[src/rtl/pci_burst_initiator_if.sv]
// Shared-bus signal bundle between a burst initiator (master) and the bus/target side (slave).
interface pci_burst_initiator_if #(
    parameter int DATA_W = 32
);
    logic              request;
    logic              grant;
    logic              frame;
    logic              irdy;
    logic              trdy;
    logic [DATA_W-1:0] ad;

    modport master (output request, frame, irdy, ad, input grant, trdy);
    modport slave  (input request, frame, irdy, ad, output grant, trdy);
endinterface

[src/rtl/pci_burst_initiator.sv]
// Write-burst bus initiator: request/grant handshake, frame/irdy beat streaming, done/abort report.
// Optional grant-wait abort is enabled by defining GNT_TIMEOUT_EN.
module pci_burst_initiator #(
    parameter int DATA_W  = 32,
    parameter int LEN_W   = 5,
    parameter int TIMEOUT = 16
) (
    input  logic              clk,
    input  logic              rst_n,
    input  logic              cmd_valid,
    input  logic [LEN_W-1:0]  cmd_len,
    output logic              cmd_ready,
    input  logic [DATA_W-1:0] wdata,
    input  logic              wdata_valid,
    output logic              wdata_ready,
    pci_burst_initiator_if.master bus,
    output logic              done,
    output logic [LEN_W-1:0]  beats_done,
    output logic              aborted
);

    typedef enum logic [2:0] {IDLE, REQ, XFER, LAST, TURN} state_t;

    state_t           state, state_nx;
    logic [LEN_W-1:0] len_q;
    logic [LEN_W-1:0] cnt;
    logic             lost;
    logic             go;
    logic             beat;
    logic             timeout;

    if (TIMEOUT < 1) begin : g_bad_timeout
        $error("TIMEOUT must be at least 1");
    end

    assign go   = bus.grant && wdata_valid;
    assign beat = (state == XFER || state == LAST) && wdata_valid && !bus.trdy;

    always_ff @(posedge clk or negedge rst_n) begin
        if (!rst_n) state <= IDLE;
        else        state <= state_nx;
    end

    always_ff @(posedge clk or negedge rst_n) begin
        if (!rst_n) begin
            len_q <= '0;
            cnt   <= '0;
            lost  <= 1'b0;
        end else if (state == IDLE) begin
            cnt  <= '0;
            lost <= 1'b0;
            if (cmd_valid) len_q <= (cmd_len == '0) ? LEN_W'(1) : cmd_len;
        end else begin
            if (beat && cnt != len_q) cnt <= cnt + LEN_W'(1);
            if (state == XFER && !bus.grant) lost <= 1'b1;
        end
    end

`ifdef GNT_TIMEOUT_EN
    localparam int TO_W = $clog2(TIMEOUT + 1);
    logic [TO_W-1:0] to_cnt;

    always_ff @(posedge clk or negedge rst_n) begin
        if (!rst_n)                       to_cnt <= '0;
        else if (state != REQ)            to_cnt <= '0;
        else if (!bus.grant)              to_cnt <= to_cnt + TO_W'(1);
    end

    assign timeout = (state == REQ) && !bus.grant && (to_cnt == TO_W'(TIMEOUT - 1));
`else
    assign timeout = 1'b0;
`endif

    // A grant loss (now or earlier, sticky) lets the beat in flight finish, then allows one LAST beat.
    always_comb begin
        state_nx = state;
        unique case (state)
            IDLE: if (cmd_valid) state_nx = REQ;
            REQ: begin
                if (go)           state_nx = (len_q == LEN_W'(1)) ? LAST : XFER;
                else if (timeout) state_nx = TURN;
            end
            XFER: if (beat && ((cnt + LEN_W'(1) == len_q - LEN_W'(1)) || lost || !bus.grant))
                      state_nx = LAST;
            LAST: if (beat) state_nx = TURN;
            TURN: state_nx = IDLE;
            default: state_nx = IDLE;
        endcase
    end

    always_comb begin
        cmd_ready   = 1'b0;
        wdata_ready = 1'b0;
        bus.request = 1'b0;
        bus.frame   = 1'b1;
        bus.irdy    = 1'b1;
        bus.ad      = '0;
        done        = 1'b0;
        beats_done  = '0;
        aborted     = 1'b0;
        unique case (state)
            IDLE: cmd_ready = rst_n;
            REQ: begin
                bus.request = 1'b1;
                bus.frame   = !go;
                bus.irdy    = !go;
            end
            XFER: begin
                bus.frame   = 1'b0;
                bus.irdy    = !wdata_valid;
                bus.ad      = wdata;
                wdata_ready = beat;
            end
            LAST: begin
                bus.irdy    = !wdata_valid;
                bus.ad      = wdata;
                wdata_ready = beat;
            end
            TURN: begin
                done       = 1'b1;
                beats_done = cnt;
                aborted    = (cnt != len_q);
            end
            default: ;
        endcase
    end

endmodule
[src/flat_wrapper.sv]
// flat-port wrapper written by rule: the top's interface ports become plain ports
module pci_burst_initiator_flat 
#(
    parameter int DATA_W  = 32,
    parameter int LEN_W   = 5,
    parameter int TIMEOUT = 16
)
  (clk, rst_n, cmd_valid, cmd_len, cmd_ready, wdata, wdata_valid, wdata_ready, done, beats_done, aborted, bus_request, bus_frame, bus_irdy, bus_ad, bus_grant, bus_trdy);
  pci_burst_initiator_if #(.DATA_W(DATA_W)) bus_i ();
  input  logic clk;
  input  logic rst_n;
  input  logic cmd_valid;
  input  logic [LEN_W-1:0] cmd_len;
  output logic cmd_ready;
  input  logic [DATA_W-1:0] wdata;
  input  logic wdata_valid;
  output logic wdata_ready;
  output logic done;
  output logic [LEN_W-1:0] beats_done;
  output logic aborted;
  output wire logic [$bits(bus_i.request)-1:0] bus_request;
  output wire logic [$bits(bus_i.frame)-1:0] bus_frame;
  output wire logic [$bits(bus_i.irdy)-1:0] bus_irdy;
  output wire logic [$bits(bus_i.ad)-1:0] bus_ad;
  input wire logic [$bits(bus_i.grant)-1:0] bus_grant;
  input wire logic [$bits(bus_i.trdy)-1:0] bus_trdy;
  assign bus_request = bus_i.request;
  assign bus_frame = bus_i.frame;
  assign bus_irdy = bus_i.irdy;
  assign bus_ad = bus_i.ad;
  assign bus_i.grant = bus_grant;
  assign bus_i.trdy = bus_trdy;
  pci_burst_initiator #(.DATA_W(DATA_W), .LEN_W(LEN_W), .TIMEOUT(TIMEOUT)) u_core (.clk(clk), .rst_n(rst_n), .cmd_valid(cmd_valid), .cmd_len(cmd_len), .cmd_ready(cmd_ready), .wdata(wdata), .wdata_valid(wdata_valid), .wdata_ready(wdata_ready), .bus(bus_i), .done(done), .beats_done(beats_done), .aborted(aborted));
endmodule
[config.mk]
export PLATFORM = sky130hd
export DESIGN_NAME = pci_burst_initiator_flat
export DESIGN_NICKNAME = d
export VERILOG_FILES = /design/src/rtl/pci_burst_initiator_if.sv /design/src/rtl/pci_burst_initiator.sv /design/src/flat_wrapper.sv
export SDC_FILE = /design/constraint.sdc
export NUM_CORES = 1
export LEC_CHECK = 0
export ABC_CLOCK_PERIOD_IN_PS = 3400
export BUFFER_PORTS_ARGS = -buffer_cell sky130_fd_sc_hd__buf_4
export CORE_ASPECT_RATIO = 1.1
export CORE_MARGIN = 2
export CORE_UTILIZATION = 44
export DETAILED_ROUTE_END_ITERATION = 6
export PLACE_DENSITY = 0.86
export SETUP_SLACK_MARGIN = 0.05
export SKIP_LAST_GASP = 1
export SLEW_MARGIN = 10
export SYNTH_ARGS = -nofsm -noshare
export SYNTH_HDL_FRONTEND = slang
export SYNTH_SLANG_ARGS = --single-unit
export TNS_END_PERCENT = 30
[constraint.sdc]
create_clock -name clk -period 3.4 [get_ports clk]
set_input_delay 0.34 -clock clk [delete_from_list [all_inputs] [get_ports clk]]
set_output_delay 0.34 -clock clk [all_outputs]
set_load 0.005 [all_outputs]
After elaboration in Yosys (flattened, before gate mapping) --
Index checks and enable logic that the tools add are counted.
Cells by class: $add $sub $neg 2, equal/unequal tests 11, muxes and demuxes 20, reduce and logical (&&, ||, !) cells 20
Operators with widths (count):
- $mux W32 | 1
- $mux W5 | 4
- $mux W3 | 4
- $pmux W3 S4 | 1
- $mux W1 | 8
- $eq A3 B2 Y1 const B | 2
- $logic_and A1 B1 Y1 | 6
- $add A5 B1 Y5 const B | 1
- $eq A5 B1 Y1 const B | 1
- $eq A5 B5 Y1 | 1
- $logic_not A5 Y1 | 1
- $ne A5 B5 Y1 | 1
- $sub A5 B1 Y5 const B | 1
- $logic_not A1 Y1 | 4
- $ne A2 B1 Y1 const B | 2
- $ne A2 B2 Y1 const B | 2
- $pmux W1 S2 | 2
- $reduce_and A4 Y1 | 1
- $reduce_bool A2 Y1 | 2
- $eq A3 B1 Y1 const B | 1
- $eq A3 B3 Y1 const B | 1
- $logic_not A3 Y1 | 1
- $logic_or A1 B1 Y1 | 3
- $reduce_and A2 Y1 | 1
- $reduce_or A2 Y1 | 1
Word-level totals: register bits 14, bits of input ports 43, output and inout port bits 44, word-level logic and storage cells 57

Logic depth before layout (Yosys ltp) --
Gate-level depths: netlist of the first run.
depth in word-level cells 7, mapped depth 7, mapped depth without buffers 7

Worst setup path after synthesis of the first run --
No wires, ideal clock.
path kind flip-flop to flip-flop, from register u_core.cnt[3], to register u_core.state[0], arrival 1518 ps, data required time 3324 ps, path slack 1806 ps, stages on the path, launching flop included 6, path buffers 0, clock period less this slack 1594 ps, cells stage by stage dfrtp_1 xnor2_1 xor3_1 nor4b_1 a311oi_1 o21ai_1
On the way: word-level cells in the longest chain between the ends 7
Ends and longest elaborated chain:
- start: declaration | RTL line pci_burst_initiator.sv:26 | logic [LEN_W-1:0] cnt;
- start signal: assignment | RTL line pci_burst_initiator.sv:54 | if (beat && cnt != len_q) cnt <= cnt + LEN_W'(1);
- $add A5 B1 Y5 | RTL line pci_burst_initiator.sv:83 | XFER: if (beat && ((cnt + LEN_W'(1) == len_q - LEN_W'(1)) || lost || !bus.grant))
- $eq A5 B5 Y1 | RTL line pci_burst_initiator.sv:83
- $logic_or A1 B1 Y1 (2 in series) | RTL line pci_burst_initiator.sv:83
- $logic_and A1 B1 Y1 | RTL line pci_burst_initiator.sv:83
- $ne A2 B2 Y1 (no source line)
- $reduce_and A4 Y1 (no source line)
- end signal: assignment | RTL line pci_burst_initiator.sv:41 | else state <= state_nx;
- end: declaration | RTL line pci_burst_initiator.sv:24 | state_t state, state_nx;
No other way between the ends. A chain may end at the register's enable or synchronous reset.

Final worst setup path of the first run --
from register u_core.state[1], to output port bus_irdy
On the way: word-level cells in the longest chain between the ends 3, elaborated cells on any way between the ends 5, those cells by class eq/ne: 3; mux: 1; reduce/logical: 1
Ends and longest elaborated chain:
- $eq A3 B2 Y1 | RTL line pci_burst_initiator.sv:101 | unique case (state)
- $reduce_or A2 Y1 (no source line)
- $pmux W1 S2 * | RTL line pci_burst_initiator.sv:101
- end: declaration | RTL line flat_wrapper.sv:23 | output wire logic [$bits(bus_i.irdy)-1:0] bus_irdy;
Every way passes the cells marked *; elsewhere a longest branch is shown, timed or not.

==> metrics.md, run 1 <==
| Metric | Value |
|---|---|
| Outcome | `completed` |
| Fin. max-slew vios | `0` |
| Switch share | `40.6%` |
| Setup slack, reg-to-reg | `about 1.6 ns` |
| Initial Utilization | `47.5%` |
| Slew Limit Headroom | `about three quarters` |
| Clk_skew | `0.00178 ns` |
| Cells along the critical path | `inv_1 > nor2_1 > buf_4 > a21oi_1 > nand2b_1 > buf_4` |
| Most common cell after layout, fill and taps aside | `buf_4` |
| NumNets Final | `between 200 and 300` |
| Maximum vdd drop | `approximately 0.45 mV` |
| Number of max-cap violations | `0` |
| ANT cells | `0` |
| Maximum clock insertion buffer count | `2` |
| Worst Setup SP | `u_core.state[1]$_DFFE_PN0P_` |
| Synth cell types | `36` |
| Minimum clock period | `2.08 ns` |
| Seq pwr share | `between 20 and 25%` |
| Post-CTS sizing | `0` |
| Primary FF master, synth | `dfrtp_1` |
| Post-synth EDFFs | `0` |
| Hold Slack | `between 0.2 and 0.3 ns` |
| First drt pass iteration count | `4` |
| Die Span X | `53.9 um` |
| Drt via density | `5.14` |
| Fin crit share | `just over 60%` |
| Vias after detailed routing | `around 1300` |
| Crit path required time | `between 3 and 4 ns` |
| Core area | `approximately 2500 um^2` |
| Mean Syn Cell Area | `between 8 and 9 um^2` |
| Final Hold Viols | `0` |
| Dpl cells | `256` |
| Row Count | `19` |
| Reg-to-Reg End | `u_core.state[0]$_DFFE_PN0P_` |
| Internal power | `0.000743 W` |
| RePlAce Congestion | `a little over 0.9` |
| RSZ-0062 raised after global routing | `no` |
| Most frequent cell on the critical path | `buf_4` |
| CTS buffer count | `3` |
| Share of total power in combinational logic | `approximately 66%` |
| WS Path Type | `register to primary output` |
| DRT iter0 DRCs | `58` |
| Clock Power Share | `about a tenth` |
| CTS tree | `yes` |
| Slowest-stage cell, CP | `dfrtp_1` |
| Gate count of the mapped netlist | `between 100 and 150` |
| GRT Overall Usage | `around 24%` |
| Most frequent cells in the layout | `buf_4, and2_1, dfrtp_1` |
| Slack of the critical path | `approximately 1.3 ns` |
| Critical path endpoint category | `primary output` |
| Crit-path max FO | `32` |
| Final antenna-violating net count | `0` |
| Worst slack, placed | `roughly 1.6 ns` |
| Leakage power | `between 0.9 and 1 nW` |
| R2R cell count | `7` |
| Startpoint types | `register` |
| Post-synthesis sequential area ratio | `between 20% and 30%` |
| Synth Warn # | `0` |
| H-tree depth | `1` |
| Largest net degree at the start of global routing | `33` |
| Clk Latency, worst-skew pair | `0.28 ns` |
| Vias in the first global route | `roughly 1300` |
| Synthesized flop and latch total | `14` |
| P&R area growth vs syn | `58.9%` |
| Final wirelength | `roughly 3.7 mm` |
| WHS Path Cells | `2` |
| Filler instances | `about 190` |
| Psw | `approximately 0.00051 W` |
| First-pass GRT wire length | `about 5.7 mm` |
| Worst-Margin Slew | `0.401 ns` |
| Post-Syn Area | `between 1000 and 1500 um^2` |
| Post-synth ARST share | `100%` |
| Clock transition at path regs | `0.08 ns` |
| Hold buffer count at cts | `1` |
| Die area | `3180 um^2` |
| Area used by multi-input combinational logic | `between 800 and 900 um^2` |
| Worst endpoint data arrival time | `around 1.7 ns` |
| Share of cells above drive strength 1 | `a little over two fifths` |
| Wire per inst | `roughly 14 um` |
| Peak Freq | `~0.48 GHz` |
| Final setup fails | `0` |
| Layout Cells excl Fill | `around 260` |
| TNS Setup | `0 ns` |
| Height of the die | `between 50 and 60 um` |
| CP endpoint | `bus_irdy` |
| Sink Count | `14` |
| Path type of the worst min-delay path | `primary input to register` |
| PwrDens | `652 nW/um^2` |
| Post-CTS Setup Bufs | `0` |
| FF/Latch Area | `around 350 um^2` |
| CTS root buf | `clkbuf_4` |
| Power consumption | `~0.0013 W` |
| Initial antenna violation count | `0` |
| Reg-to-reg critical path startpoint | `u_core.len_q[0]$_DFFE_PN0P_` |
| GRT Residual Overflow | `0` |
| Max incr delay on CP | `0.50 ns` |
| I/O pin total | `between 80 and 90` |
| Detailed-route DRC error count | `0` |
| DP Wirelength | `approximately 3.2 mm` |
| Port buffer count | `86` |
| Syn nets | `~190` |
[state kept, by name (all words and copies together) (netlist names)]
signal and count:
u_core.state 3, u_core.len_q 5, u_core.cnt 5, u_core.lost 1
[power groups by stage]
| stage | combinational, W | sequential (W) | clock, W |
|---|---|---|---|
| floorplan | 0.000523 | 0.000274 | 0 |
| global placement | 0.000804 | 0.000302 | 0 |
| detailed placement | 0.000825 | 0.000307 | 0 |
| CTS | 0.000831 | 0.000303 | 0.000123 |
| global route | 0.000907 | 0.000314 | 0.000131 |
| finish | 0.000825 | 0.000305 | 0.000120 |
[metrics by stage]
step | area, um^2 | utilization, %
finish | 1920 | 75.4
floorplan | 1210 | -
global route | 1920 | 75.4
detailed placement | 1870 | 73.6
global placement | 1870 | 73.6
CTS | 1920 | 75.4
[Yosys cell counts, drive strengths merged (4+ instances only)]
cell type	n	area share (%)
inv	6	1.9
nand2	8	2.5
o21ai	5	2.1
nor2	6	1.9
clkbuf	6	1.9
xnor2	9	6.5
o211ai	4	2.5
nor3	5	2.9
and2	39	20
dfrtp	14	29
a211oi	4	2.5
[cell families (layout without fill, tap and decap cells)]
family                   count (synthesis)  count (layout)  share of synthesized area (%)
AO/OA/AOI/OAI                           23              23                           13.0
XOR/XNOR                                13              13                           10.7
AND/OR/NAND/NOR                         75              75                           36.5
buffers and inverters                   13              98                           4.14
flip-flops                              14              14                           29.0
adder cells (fa/ha/maj)                  3               3                           3.11
multiplexers                             4               4                           3.63
[how the worst min path moves through the flow]
stage          startpoint  slack, ns                          end
2_1_floorplan       rst_n       0.04    u_core.cnt[0]$_DFFE_PN0P_
4_1_cts        cmd_len[2]       0.29  u_core.len_q[2]$_DFFE_PN0P_
3_5_place_dp        rst_n       0.20  u_core.len_q[4]$_DFFE_PN0P_
6_report       cmd_len[2]       0.29  u_core.len_q[2]$_DFFE_PN0P_
3_3_place_gp        rst_n       0.20  u_core.len_q[4]$_DFFE_PN0P_
5_1_grt        cmd_len[1]       0.29  u_core.len_q[1]$_DFFE_PN0P_
[worst max-delay path, delay by kind of cell (launching register included)]
kind	cells	cell delay [ns]
buf+inv	3	0.55
flops	1	0.50
simple gates	2	0.34
compound gates	1	0.06
[metal layers]
metal  GRT usage (%)  routed length [um]
met2            42.9                2070
met3            6.85                 228
met5               0                   0
met1            29.2                1390
met4            5.49                  22
[final cells by class]
cell class | count | share of cell area, %
Sequential cell | 14 | 18.3
Tap cell | 31 | 2.02
Clock buffer | 4 | 1.89
Timing Repair Buffer | 88 | 34.6
Inverter | 6 | 1.17
Multi-Input combinational cell | 118 | 42.1
Note: power is estimated with default switching activity, not from simulation.
==> run 2, diff against run 1 <==
ABC_CLOCK_PERIOD_IN_PS = 1900   (was 3400)
CORE_UTILIZATION = 37   (was 44)
PLACE_DENSITY = 0.77   (was 0.86)
clock period = 1.9 ns   (was 3.4 ns; I/O delays follow)
==> metrics.md, run 2 (synthesis gave the netlist of run 1 again) <==
| Metric | Value |
|---|---|
| Outcome | `completed` |
| Height of the die | `between 60 and 70 um` |
| M1 WL | `1.55 mm` |
| Max incr delay on CP | `~0.5 ns` |
| Critical path endpoint category | `primary output` |
| Cells along the critical path | `inv_1 > nor3_2 > a21oi_1 > nand2b_1 > buf_4` |
| Share of cells above drive strength 1 | `a little under half` |
| Vias in the first global route | `approximately 1300` |
| Wire per inst | `14.4 um` |
| Die Span X | `~58 um` |
| Reg-to-Reg End | `u_core.state[0]$_DFFE_PN0P_` |
| Crit-path max FO | `8` |
| Fin crit share | `approximately 93%` |
| Maximum clock insertion buffer count | `2` |
| Slack of the critical path | `between 0.1 and 0.15 ns` |
| Slowest-stage cell, CP | `dfrtp_1` |
| Detailed-route DRC error count | `0` |
| CTS root buf | `clkbuf_4` |
| Maximum vdd drop | `1.04 mV` |
| First drt pass iteration count | `4` |
| RePlAce Congestion | `0.912` |
| CTS buffer count | `3` |
| Worst Setup SP | `u_core.state[0]$_DFFE_PN0P_` |
| Port buffer count | `86` |
| Final core utilization | `about two thirds` |
| Slew Limit Headroom | `71.2%` |
| Number of max-cap violations | `0` |
| Clock transition at path regs | `roughly 0.1 ns` |
| Drt via density | `between 4 and 5` |
| Routed length on met3 | `~110 um` |
| Setup slack, reg-to-reg | `~0.13 ns` |
| Fin. max-slew vios | `0` |
| GRT Residual Overflow | `0` |
| DP Wirelength | `between 3 and 4 mm` |
| Leakage power | `about 1 nW` |
| H-tree depth | `1` |
| Met2 wire len | `around 2.1 mm` |
| CP bufs+invs | `2` |
| Most frequent cells in the layout | `buf_4, and2_1, dfrtp_1` |
| Sink Count | `14` |
| Final wirelength | `3.82 mm` |
| Vias after detailed routing | `roughly 1300` |
| CP top delay family | `flip-flops` |
| Reg-to-reg critical path startpoint | `u_core.len_q[0]$_DFFE_PN0P_` |
| Top Metal Used | `met4` |
| Row Count | `21` |
| Crit path required time | `1.71 ns` |
| CP endpoint | `bus_irdy` |
| Clk Latency, worst-skew pair | `0.28 ns` |
| P&R area growth vs syn | `65.3%` |
| RSZ-0062 raised after global routing | `yes` |
| Path type of the worst min-delay path | `primary input to register` |
| Worst slack, placed | `approximately 0.11 ns` |
| ANT cells | `0` |
| TNS Setup | `0 ns` |
| Initial Utilization | `between 30% and 40%` |
| Largest net degree at the start of global routing | `35` |
| Minimum clock period | `1.78 ns` |
| Clk_skew | `0.00139 ns` |
| Final setup fails | `0` |
| WS Path Type | `register to primary output` |
| CTS tree | `yes` |
| Initial antenna violation count | `0` |
| GRT Overall Usage | `approximately 21%` |
| Power consumption | `between 0.002 and 0.0025 W` |
| DRT iter0 DRCs | `32` |
| Regs by FF count | `u_core.cnt x5, u_core.len_q x5, u_core.state x3` |
| First-pass GRT wire length | `~6 mm` |
| Worst-Margin Slew | `approximately 0.43 ns` |
| Core area | `between 3000 and 4000 um^2` |
| PwrDens | `between 1000 and 1500 nW/um^2` |
| Final antenna-violating net count | `0` |
| I/O pin total | `between 80 and 90` |
| WP depth | `5` |
| Peak Freq | `~0.56 GHz` |
| Most common cell after layout, fill and taps aside | `buf_4` |
| Die area | `approximately 3700 um^2` |
| NumNets Final | `roughly 280` |
| R2R cell count | `7` |
| Startpoint types | `register` |
| Final Hold Viols | `0` |
| Worst endpoint data arrival time | `approximately 1.6 ns` |
## run 2: cell types whose count changed in the layout (fill, tap and decap cells not counted), moves of 2 or more
| cell | delta |
|---|---|
| dfrtp_1 | -2 |
| dfrtp_2 | +2 |
| nor3_1 | -2 |
| nor3_2 | +2 |
| xnor2_1 | -3 |
| xnor2_2 | +3 |
## run 2: report_power, final
part / switching (W) / total, W / internal [W]
Clock: 0.000110 / 0.000226 / 0.000117
Sequential: 0.000163 / 0.000566 / 0.000403
Combinational: 0.000698 / 0.00160 / 0.000902
## run 2: layout make-up
class	count	area, um^2
tap	34	42.5
sequential	14	353
inverter	6	22.5
multi-input combinational	118	851
timing repair buffer	90	691
clock buffer	4	36.3
fill	285	1080
## run 2: timing repair
item	CTS	global route
buffers inserted	0	1
setup endpoints to repair	1	8
pin swaps	0	2
gates resized for setup	2	7
hold buffers	1	0
hold endpoints to repair	14	0
## run 2: how the worst min path moves through the flow
| stage | endpoint | slack (ns) | start | cells after the start |
|---|---|---|---|---|
| global placement | u_core.len_q[2]$_DFFE_PN0P_ | 0.06 | rst_n | 1 |
| global route | u_core.len_q[4]$_DFFE_PN0P_ | 0.13 | cmd_len[4] | 2 |
| floorplan | u_core.cnt[0]$_DFFE_PN0P_ | -0.11 | rst_n | 0 |
| finish | u_core.len_q[1]$_DFFE_PN0P_ | 0.13 | cmd_len[1] | 3 |
| detailed placement | u_core.len_q[3]$_DFFE_PN0P_ | 0.06 | rst_n | 1 |
| CTS | u_core.len_q[1]$_DFFE_PN0P_ | 0.13 | cmd_len[1] | 3 |
## run 2: metrics by stage
stage	hold WS [ns]	cells	area (um^2)
floorplan	-0.106	145	1210
global placement	0.0553	260	1900
detailed placement	0.0559	260	1900
CTS	0.127	265	1950
global route	0.134	266	2000
finish	0.126	266	2000
## run 2: metal layers
| layer | vias to the layer above | GRT usage, % |
|---|---|---|
| li1 | 668 | - |
| met1 | 612 | 26.8 |
| met2 | 30 | 35.8 |
| met3 | 8 | 1.82 |
| met4 | 0 | 6.40 |
| met5 | - | 0 |
## run 2: worst reg2reg max path, cell delays in order, from the launching register on
cell and delay [ns]:
dfrtp_1 0.43, inv_1 0.08, ha_1 0.24, nor3b_2 0.17, xnor2_1 0.25, nor3b_1 0.09, a311oi_1 0.30, o21ai_1 0.10
==> run 3, diff against run 2 <==
ABC_AREA = 1   (was default)
CORE_UTILIZATION = 38   (was 37)
PLACE_DENSITY = 0.76   (was 0.77)
==> metrics.md, run 3 <==
| Metric | Value |
|---|---|
| Outcome | `completed` |
| Post-CTS Setup Bufs | `0` |
| M1 GR Usage | `between 20% and 30%` |
| Crit path required time | `around 1.7 ns` |
| Fin. max-slew vios | `0` |
| RePlAce Congestion | `0.926` |
| WS Path Type | `register to primary output` |
| Slack of the critical path | `~0.17 ns` |
| First drt pass iteration count | `5` |
| Mean Syn Cell Area | `5.63 um^2` |
| Startpoint types | `register` |
| NumNets Final | `369` |
| Minimum clock period | `1.73 ns` |
| Post-synthesis sequential area ratio | `between 20% and 30%` |
| Post-synth top area share | `about a quarter` |
| Vias in the first global route | `between 1000 and 1500` |
| Final setup fails | `0` |
| RSZ-0062 raised after global routing | `no` |
| Crit-path max FO | `7` |
| Leakage power | `between 1 and 1.5 nW` |
| PwrDens | `1060 nW/um^2` |
| Initial Utilization | `around 40%` |
| GRT Overall Usage | `between 15 and 20%` |
| Final Hold Viols | `0` |
| Most frequent cells in the layout | `buf_4, inv_1, nor2_1` |
| Synthesized flop and latch total | `14` |
| Most instantiated cells after synthesis | `inv_1, nor2_1, nand2_1, nand3_1, dfrtp_1` |
| Worst slack, placed | `slightly below 0.3 ns` |
| CTS buffer count | `3` |
| Fin crit share | `between 90% and 100%` |
| Post-Syn Area | `roughly 1300 um^2` |
| Dpl cells | `roughly 370` |
| Synth area leaders | `dfrtp_1, inv_1, nor2_1, nand2_1, nand3_1` |
| Met2 Track Usage GR | `between 20% and 30%` |
| Post-synth ARST share | `100%` |
| Primary FF master, synth | `dfrtp_1` |
| Regs by FF count | `u_core.cnt x5, u_core.len_q x5, u_core.state x3` |
| Top-count cell post-synth | `inv_1` |
| Height of the die | `approximately 66 um` |
| CTS tree | `yes` |
| Syn nets | `between 200 and 300` |
| Gate count of the mapped netlist | `approximately 240` |
| Sink Count | `14` |
| Detailed-route DRC error count | `0` |
| Synth Warn # | `0` |
| Peak Freq | `0.579 GHz` |
| Wire per inst | `10.1 um` |
| Maximum clock insertion buffer count | `2` |
| Number of max-cap violations | `0` |
| GR peak layer | `met2` |
| Largest net degree at the start of global routing | `33` |
| Critical path endpoint category | `primary output` |
| First-pass GRT wire length | `approximately 5.7 mm` |
| Worst-Margin Slew | `approximately 0.31 ns` |
| Row Count | `22` |
| I/O pin total | `87` |
| M3 GR Usage | `under 10%` |
| Die Span X | `60.3 um` |
| Filler instances | `roughly 330` |
| Clock transition at path regs | `approximately 0.090 ns` |
| Drt via density | `4.31` |
| DRT iter0 DRCs | `59` |
| Final antenna-violating net count | `0` |
| Slew Limit Headroom | `79.0%` |
| P&R area growth vs syn | `54.9%` |
| Clk Latency, worst-skew pair | `0.28 ns` |
| H-tree depth | `1` |
| GRT Residual Overflow | `0` |
| Port buffer count | `86` |
| DP Wirelength | `3.12 mm` |
| Setup slack, reg-to-reg | `around 0.28 ns` |
| Final wirelength | `approximately 3.7 mm` |
| Maximum vdd drop | `~0.8 mV` |
| Post-synth EDFFs | `0` |
| Layout Cells excl Fill | `about 370` |
| CTS root buf | `clkbuf_4` |
| Path type of the worst min-delay path | `primary input to register` |
| Hold Slack | `0.157 ns` |
| Initial antenna violation count | `0` |
| Core area | `about 3300 um^2` |
| TNS Setup | `0 ns` |
| Vias after detailed routing | `1592` |
| ANT cells | `0` |
| Share of cells above drive strength 1 | `32.7%` |
| Clk_skew | `0.00275 ns` |
| Final core utilization | `61.6%` |
| Biggest area consumer among synthesized cells | `dfrtp_1` |
| Worst endpoint data arrival time | `roughly 1.5 ns` |
| Synth cell types | `22` |
| Most common cell after layout, fill and taps aside | `buf_4` |
| Die area | `slightly below 4000 um^2` |
-- run 3: cell count changes after synthesis, moves of 5 or more --
cell	change
o21ai_1	+5
nand3_1	+14
clkbuf_1	-6
xnor2_1	-6
nand2_1	+40
and2_1	-37
inv_1	+48
nor2_1	+46
-- run 3: cell type report --
cell class | instances | area (um^2) | area share [%]
flip-flops and latches | 14 | 352 | 17.1
multi-input cells | 157 | 728 | 35.5
inverters | 58 | 218 | 10.6
well taps | 48 | 60.1 | 2.93
repair buffers | 89 | 671 | 32.7
clock buffers | 3 | 22.5 | 1.10
-- run 3: repair_timing --
item | CTS | global route
resized for setup | 1 | 1
hold buffers | 1 | 0
endpoints found under the setup margin | 1 | 1
pin swaps | 0 | 0
endpoints found under the hold margin | 14 | 0
-- run 3: worst max-delay path: stages (launching register included) --
cell and delay [ns]:
dfrtp_1 0.40, buf_4 0.17, xnor2_1 0.20, nand4_1 0.18, and2_1 0.18, buf_4 0.13
-- run 3: kinds of logic (layout without fill, tap and decap cells) --
group	count (synthesis)	count (layout)	synth area share (%)
xor+xnor	4	4	2.65
buf+inv	64	150	18.9
compound gates	17	17	6.71
simple gates	133	133	42.4
flops	14	14	26.5
fa+ha+maj	3	3	2.84
-- run 3: worst paths after layout --
| kind | end | cells past startpoint | start |
|---|---|---|---|
| worst max-delay path | aborted | 5 | u_core.cnt[0]$_DFFE_PN0P_ |
| worst min-delay path | u_core.len_q[3]$_DFFE_PN0P_ | 3 | cmd_len[3] |
| worst max register to register | u_core.state[1]$_DFFE_PN0P_ | 13 | u_core.len_q[0]$_DFFE_PN0P_ |
| worst min register to register | u_core.lost$_DFFE_PN0P_ | 2 | u_core.lost$_DFFE_PN0P_ |
| max in group asynchronous | u_core.cnt[3]$_DFFE_PN0P_ | 2 | rst_n |
| min in group asynchronous | u_core.cnt[1]$_DFFE_PN0P_ | 2 | rst_n |
-- run 3: power by group --
| group | total (W) | switching [W] | internal [W] |
|---|---|---|---|
| clock network | 0.000174 | 0.000101 | 0.0000736 |
| registers | 0.000525 | 0.000126 | 0.000399 |
| logic | 0.00149 | 0.000804 | 0.000681 |
| total | 0.00218 | 0.00103 | 0.00115 |
-- run 3: layer usage --
layer | share of wire [%] | up-vias
met5 | 0 | -
met2 | 50 | 44
met1 | 44 | 674
li1 | - | 870
met3 | 5.1 | 4
met4 | 1.1 | 0
-- run 3: stage by stage --
stage               power, W  area [um^2]
finish               0.00218         2050
global placement     0.00201         2010
detailed placement   0.00202         2010
global route         0.00243         2050
CTS                  0.00221         2050
floorplan            0.00139         1320
